--- src/rtl/kfpga_config_pkg.sv ---
// kfpga_config_pkg: shared loader state encoding and default word width
package kfpga_config_pkg;
  typedef enum logic [2:0] {IDLE, CLEAR, FETCH, SHIFT, DONE} state_t;
  localparam int DEFAULT_WORD_WIDTH = 16;
endpackage

--- src/rtl/config_word_serializer.sv ---
// config_word_serializer: holds one bitstream word and shifts it out MSB-first
module config_word_serializer #(
  parameter int WORD_WIDTH = 16,
  parameter int CNT_WIDTH = 5
) (
  input  logic                  clk,
  input  logic                  rst,
  input  logic                  load,
  input  logic                  shift,
  input  logic [WORD_WIDTH-1:0] data,
  input  logic [CNT_WIDTH-1:0]  count,
  output logic                  msb,
  output logic                  last
);
  logic [WORD_WIDTH-1:0] sreg;
  logic [CNT_WIDTH-1:0] cnt;
  // load a word with its usable bit count, then shift left one bit per cycle
  always_ff @(posedge clk or posedge rst)
    if (rst) begin
      sreg <= '0;
      cnt <= '0;
    end else if (load) begin
      sreg <= data;
      cnt <= count;
    end else if (shift && cnt != '0) begin
      sreg <= sreg << 1;
      cnt <= cnt - 1'b1;
    end
  assign msb = sreg[WORD_WIDTH-1];
  assign last = cnt == CNT_WIDTH'(1);
endmodule

--- src/rtl/config_chain_loader.sv ---
// config_chain_loader: clears the tile config chain, then shifts exactly CHAIN_LENGTH bits into it
module config_chain_loader
  import kfpga_config_pkg::*;
#(
  parameter int WORD_WIDTH = DEFAULT_WORD_WIDTH,
  parameter int CHAIN_LENGTH = 24
) (
  input  logic                  config_clock,
  input  logic                  config_reset,
  input  logic                  start,
  input  logic [WORD_WIDTH-1:0] word_data,
  input  logic                  word_valid,
  output logic                  word_ready,
  output logic                  chain_data_out,
  output logic                  chain_enable,
  output logic                  chain_nreset,
  input  logic                  chain_data_in,
  output logic                  busy,
  output logic                  done,
  output logic                  chain_error
);
  localparam int CNT_WIDTH = $clog2(CHAIN_LENGTH + 1);
  state_t state, next;
  logic [CNT_WIDTH-1:0] bits_left, word_bits;
  logic msb, last;
  wire shifting = state == SHIFT;
  wire accept = state == FETCH && word_valid;
  assign word_bits = (int'(bits_left) < WORD_WIDTH) ? bits_left : CNT_WIDTH'(WORD_WIDTH);
  config_word_serializer #(.WORD_WIDTH(WORD_WIDTH), .CNT_WIDTH(CNT_WIDTH)) u_ser (
    .clk(config_clock),
    .rst(config_reset),
    .load(accept),
    .shift(shifting),
    .data(word_data),
    .count(word_bits),
    .msb(msb),
    .last(last)
  );
  // state register
  always_ff @(posedge config_clock or posedge config_reset)
    if (config_reset) state <= IDLE;
    else state <= next;
  // sequencing: the last chain bit wins over word exhaustion so a final partial word ends the load
  always_comb begin
    next = state;
    next = state == IDLE  ? (start ? CLEAR : IDLE) :
           state == CLEAR ? FETCH :
           state == FETCH ? (word_valid ? SHIFT : FETCH) :
           state == SHIFT ? (bits_left == CNT_WIDTH'(1) ? DONE : last ? FETCH : SHIFT) :
           IDLE;
  end
  // bits still owed to the chain in this load
  always_ff @(posedge config_clock or posedge config_reset)
    if (config_reset) bits_left <= '0;
    else if (state == CLEAR) bits_left <= CNT_WIDTH'(CHAIN_LENGTH);
    else if (shifting && bits_left != '0) bits_left <= bits_left - 1'b1;
  // a cleared chain must read back zeros while loading; any 1 means a broken chain
  always_ff @(posedge config_clock or posedge config_reset)
    if (config_reset) chain_error <= 1'b0;
    else if (state == CLEAR) chain_error <= 1'b0;
    else if (shifting && chain_data_in) chain_error <= 1'b1;
  assign word_ready = state == FETCH;
  assign chain_enable = shifting;
  assign chain_data_out = shifting & msb;
  assign chain_nreset = ~(config_reset | state == CLEAR);
  assign busy = state != IDLE;
  assign done = state == DONE;
endmodule

--- config.mk ---
export PLATFORM = sky130hd
export DESIGN_NAME = config_chain_loader
export DESIGN_NICKNAME = d
export VERILOG_FILES = /design/src/rtl/kfpga_config_pkg.sv /design/src/rtl/config_word_serializer.sv /design/src/rtl/config_chain_loader.sv
export SDC_FILE = /design/constraint.sdc
export NUM_CORES = 1
export LEC_CHECK = 0
export CAP_MARGIN = 40
export CORE_AREA = 5 5 63 70
export CTS_CLUSTER_DIAMETER = 120
export DETAILED_ROUTE_END_ITERATION = 8
export DIE_AREA = 0 0 68 75
export PLACE_DENSITY = 0.73
export SYNTH_ARGS = -nofsm -noshare
export SYNTH_HDL_FRONTEND = slang
export SYNTH_SLANG_ARGS = --single-unit
export TNS_END_PERCENT = 50
--- constraint.sdc ---
create_clock -name config_clock -period 1.6 [get_ports config_clock]
set_clock_uncertainty 0.05 [all_clocks]
set_input_delay 0.48 -clock config_clock [delete_from_list [all_inputs] [get_ports config_clock]]
set_output_delay 0.48 -clock config_clock [all_outputs]
set_load 0.005 [all_outputs]
# == After elaboration in Yosys (flattened, before gate mapping) ==
# Index checks and enable logic that the tools add are counted.
# word_totals
output_inout_bits,7
wordCells,45
reg_bits,30
# op_classes
mux,17
n_eq_ne,6
n_lt_le_gt_ge,1
n_addsub,2
reduce_logical,11
bitwise,3
# ops
op,count
$mux W16,2
$mux W5,5
$mux W3,5
$eq A5 B1 Y1 const B,2
$reduce_bool A5 Y1,2
$sub A5 B1 Y5 const B,2
$eq A3 B2 Y1 const B,2
$reduce_bool A2 Y1,3
$lt A5 B5 Y1 const B,1
$mux W1,5
$logic_and A1 B1 Y1,4
$eq A3 B1 Y1 const B,1
$eq A3 B3 Y1 const B,1
$logic_not A3 Y1,1
$reduce_bool A3 Y1,1
$and A1 B1 Y1,1
$not A1 Y1,1
$or A1 B1 Y1,1

# == Depth between registers and ports, before layout ==
# logic_depth
word_depth,7
ltp_mapped,7
depth_no_buf,5

# == Cells and area by module ==
# Synthesis repeated with hierarchy kept, for this count alone.
# unflattened
cells_unflattened,188
area_unflattened_um2,1701.6
# modules_own_cells
mod,area_per_inst_um2,cells_per_inst,n_inst
config_word_serializer,1153.6,125,1
config_chain_loader,548.0,63,1

# == Worst setup path after synthesis ==
# OpenSTA, ideal clock, no wires.
# synth_path
kind,register to register
from,reg u_ser.cnt[0]
to,reg u_ser.sreg[9]
stages_incl_launch_ff,8
setup_slack_ns,-0.132
setup_time_ns,0.137
t_arrival_ns,1.545
required_ns,1.413
path_buffers,2
cell_sequence,dfrtp_1 -> inv_1 -> ha_1 -> or4b_4 -> buf_6 -> buf_4 -> nand3_1 -> o211ai_1
# synth_between
elab_chain_cells,3
# synth_lines
item,line,source
"start, declared",config_word_serializer.sv:16,logic [CNT_WIDTH-1:0] cnt;
"start signal, assigned",config_word_serializer.sv:24,cnt <= count;
"start signal, assigned",config_word_serializer.sv:27,cnt <= cnt - 1'b1;
$reduce_bool A5 Y1,config_word_serializer.sv:25,end else if (shift && cnt != '0) begin
$logic_and A1 B1 Y1,config_word_serializer.sv:25,
$reduce_bool A2 Y1 (no line),n/a,
"end signal, assigned",config_word_serializer.sv:23,sreg <= data;
"end signal, assigned",config_word_serializer.sv:26,sreg <= sreg << 1;
"end, declared",config_word_serializer.sv:15,logic [WORD_WIDTH-1:0] sreg;
# No other way between the ends.
# A chain may end at the register's enable or synchronous reset.

# == Final worst setup path ==
# layout_path
from,reg state[1]
to,out busy
# layout_between
elab_chain_cells,1
# layout_lines
item,line,source
"start, declared",config_chain_loader.sv:23,"state_t state, next;"
"start signal, assigned",config_chain_loader.sv:42,else state <= next;
$reduce_bool A3 Y1,config_chain_loader.sv:66,assign busy = state != IDLE;
"end, declared",config_chain_loader.sv:18,"output logic busy,"
# No other way between the ends.

==> flow_summary_export.csv <==
group,metric,value,unit
status,outcome,"finished, violations left",
status,violations,"negative setup slack",
timing,worst_slew_margin_rel,0.767,
finish,n_fill_cell,280,
die,rows,23,
detailed_routing,via_count,1657,
worst_setup_path,worstPathRequired,1070,ps
worst_setup_path,cpMaxStageDelayCell,"dfrtp_2",
timing,maxSlewViolCount,0,
detailed_routing,drtAntennaViolNets,0,
global_routing,antenna_found_initial,0,
worst_setup_path,worstSetupEndpointType,"primary output",
logic_synthesis,synth_area_per_cell,9.06,um^2
worst_setup_path,critPathLaunchType,"register",
placement,place_area,2190,um^2
worst_setup_path,r2r-end,"u_ser.sreg[1]",
logic_synthesis,syn-instance-count,181,
finish,layout_common_cells,"nand2_1 (37), dfrtp_1 (28), buf_4 (28), clkdlybuf4s50_1 (20), o211ai_1 (17)",
die,die-area,5100,um^2
cts,cts_hold_buffers,0,
timing,setup_tns,-1360,ps
finish,drive_gt1_frac,0.382,
timing,final_hold_viol_count,0,
cts,root_buffer,"clkbuf_8",
placement,dpl.hpwl,3140,um
worst_setup_path,cp.arrival,1340,ps
timing,rsz0062_at_grt,"yes",
timing,worst_slew_pin_slew,347,ps
cts,numClockSinks,30,
pwr,leakage,1.07,nW
worst_setup_path,cp_max_fo,4,
die,fp.dieW,68,um
die,die_h,75,um
placement,gp_congestion,0.876,
worst_setup_path,crit_path_frequent_cell,"buf_6",
timing,period_share,1.17,
cts,clock_path_buffers,2,
worst_setup_path,rr_startpoint,"u_ser.cnt[1]",
cts,cts_tree,"done",
global_routing,grt_pass1_wl,7910,um
global_routing,grt-ovfl-total,0,
global_routing,grt_pass1_vias,1700,
logic_synthesis,ys.flop_type,"dfrtp_1",
detailed_routing,drtIter0Drc,81,
detailed_routing,drt-pass1-iter-count,4,
die,start_util,0.456,
timing,setup_viol,21,
pwr,powerDensity,2210,nW/um^2
pwr,ir_drop,0.00105,V
detailed_routing,wire_per_inst,16.8,um
placement,place_ws,-439,ps
finish,diodes,0,
timing,hold_slack,479,ps
hold_path,min_path_type,"register to register",
global_routing,grt_busiest_layer,"met2",
finish,finalNetCount,265,
job,max-cap-violations,0,
detailed_routing,drt_wl_total,4900,um
worst_setup_path,criticalPathCategory,"register to primary output",
timing,setup_ws,-269,ps
detailed_routing,drc,0,
worst_setup_path,startpoint,"state[1]",
logic_synthesis,synthesis.nets,206,
cts,clkTransAtPathRegs,60,ps
global_routing,grt_util_met2,0.377,
cts,clock_latency,280,ps
placement,io_buffers,27,
logic_synthesis,ys_ff_latch,30,
worst_setup_path,worst-path-stages,3,
logic_synthesis,synth_cell_types,41,
global_routing,grt_util_all_layers,0.205,
finish,regArea,753,um^2
worst_setup_path,cp_slowest_stage_delay,410,ps
finish,multi_input_area,983,um^2
finish,fin_cells,291,
detailed_routing,routed_via_density,5.69,
global_routing,grt_use_met1,0.227,
worst_setup_path,critical_path_buf_inv_count,2,
worst_setup_path,path_delay_family,"flip-flops",
logic_synthesis,synth-edff-count,0,
logic_synthesis,seq_area_frac_synth,0.458,
global_routing,grt_max_degree,31,
worst_setup_path,r2r_cells,6,
finish,final_area,2520,um^2
placement,dp_cells,272,
cts,cts_buffers,5,
global_routing,grtUsageMet3,0.0478,
timing,min_period,1870,ps
finish,final_common_cell,"nand2_1",
hold_path,whs_path_depth,2,
die,core_area,3600,um^2
logic_synthesis,syn_area,1640,um^2
logic_synthesis,async_flop_share,1.00,
worst_setup_path,worstPathCellList,"buf_6 > or3_4 > buf_6",
logic_synthesis,ys_warn_count,0,
timing,fmax,535,MHz
cts,htree_num_levels,2,
worst_setup_path,endpoint,"busy",
worst_setup_path,reg2reg_slack,-40,ps
finish,area_growth,53.5,%
die,io-pin-count,28,
## per-stage QoR
stage | power, mW | utilization
finish | 5.55 | 0.700
global route | 5.97 | 0.700
CTS | 5.20 | 0.670
detailed placement | 4.18 | 0.608
global placement | 4.03 | 0.608
floorplan | 3.15 | -
## tightest hold or removal path, stage by stage (launching register included)
cell	delay, ps
dfrtp_1	350
a21oi_1	40
nor2_1	90
## cell usage after synthesis, types with 2 or more instances
library cell	number	area, um^2
nand2_1	37	139
clkbuf_1	5	18.8
o32ai_1	2	17.5
nand3_1	17	85.1
nor4b_1	2	17.5
o41ai_1	2	17.5
buf_2	6	30.0
dfrtp_1	30	751
nor3_1	2	10.0
nor2_1	4	15.0
o21ai_0	5	25.0
o211ai_1	17	128
o311ai_0	2	17.5
inv_1	9	33.8
or3_1	4	25.0
a21oi_1	3	15.0
nor2b_1	2	12.5
mux2i_1	2	20.0
ha_1	4	50.1
and2_1	2	12.5
nand3b_1	2	15.0
nor4_1	2	12.5
nand2b_1	2	12.5
## per-layer routing
metal,part of all wire,routed length (um)
met4,0.023,115
met2,0.55,2690
met3,0.048,235
met5,0,0
met1,0.38,1860
## state kept, by name, summed over array words and instances (netlist names)
| name | count |
|---|---|
| u_ser.cnt | 5 |
| state | 3 |
| chain_error | 1 |
| bits_left | 5 |
| u_ser.sreg | 16 |
## final cells by class
cell class,instances,area share
multi-input combinational,129,0.390
tap,50,0.0248
timing repair buffer,65,0.236
clock buffer,7,0.0343
sequential,30,0.299
inverter,9,0.0134
clock inverter,1,0.00199
## cell families after synthesis
group / count (synthesis) / synth area share
and+or+nand+nor: 83 / 0.258
AOI/OAI and AO/OA: 40 / 0.180
DFF: 30 / 0.458
buffers and inverters: 22 / 0.0618
adders and majority gates: 4 / 0.0305
muxes: 2 / 0.0122
## power breakdown
group          internal [mW]  total (mW)  leakage [nW]  switching, mW
sequential              1.15        1.50         0.363          0.347
clock                  0.347       0.637        0.0482          0.291
combinational           1.72        3.42         0.660           1.70
## worst min path at each step
stage / startpoint / slack [ps] / to
finish: chain_error / 480 / chain_error
global route: chain_error / 530 / chain_error
CTS: u_ser.sreg[5] / 480 / u_ser.sreg[6]
detailed placement: u_ser.sreg[9] / 470 / u_ser.sreg[10]
global placement: chain_error / 440 / chain_error
floorplan: chain_error / 440 / chain_error
## timing repair
action,CTS,global route
pin swaps,13,11
setup buffers,9,2
endpoints found under the setup margin,29,31
resized for setup,42,22
Power figures use the tool's default switching activity.
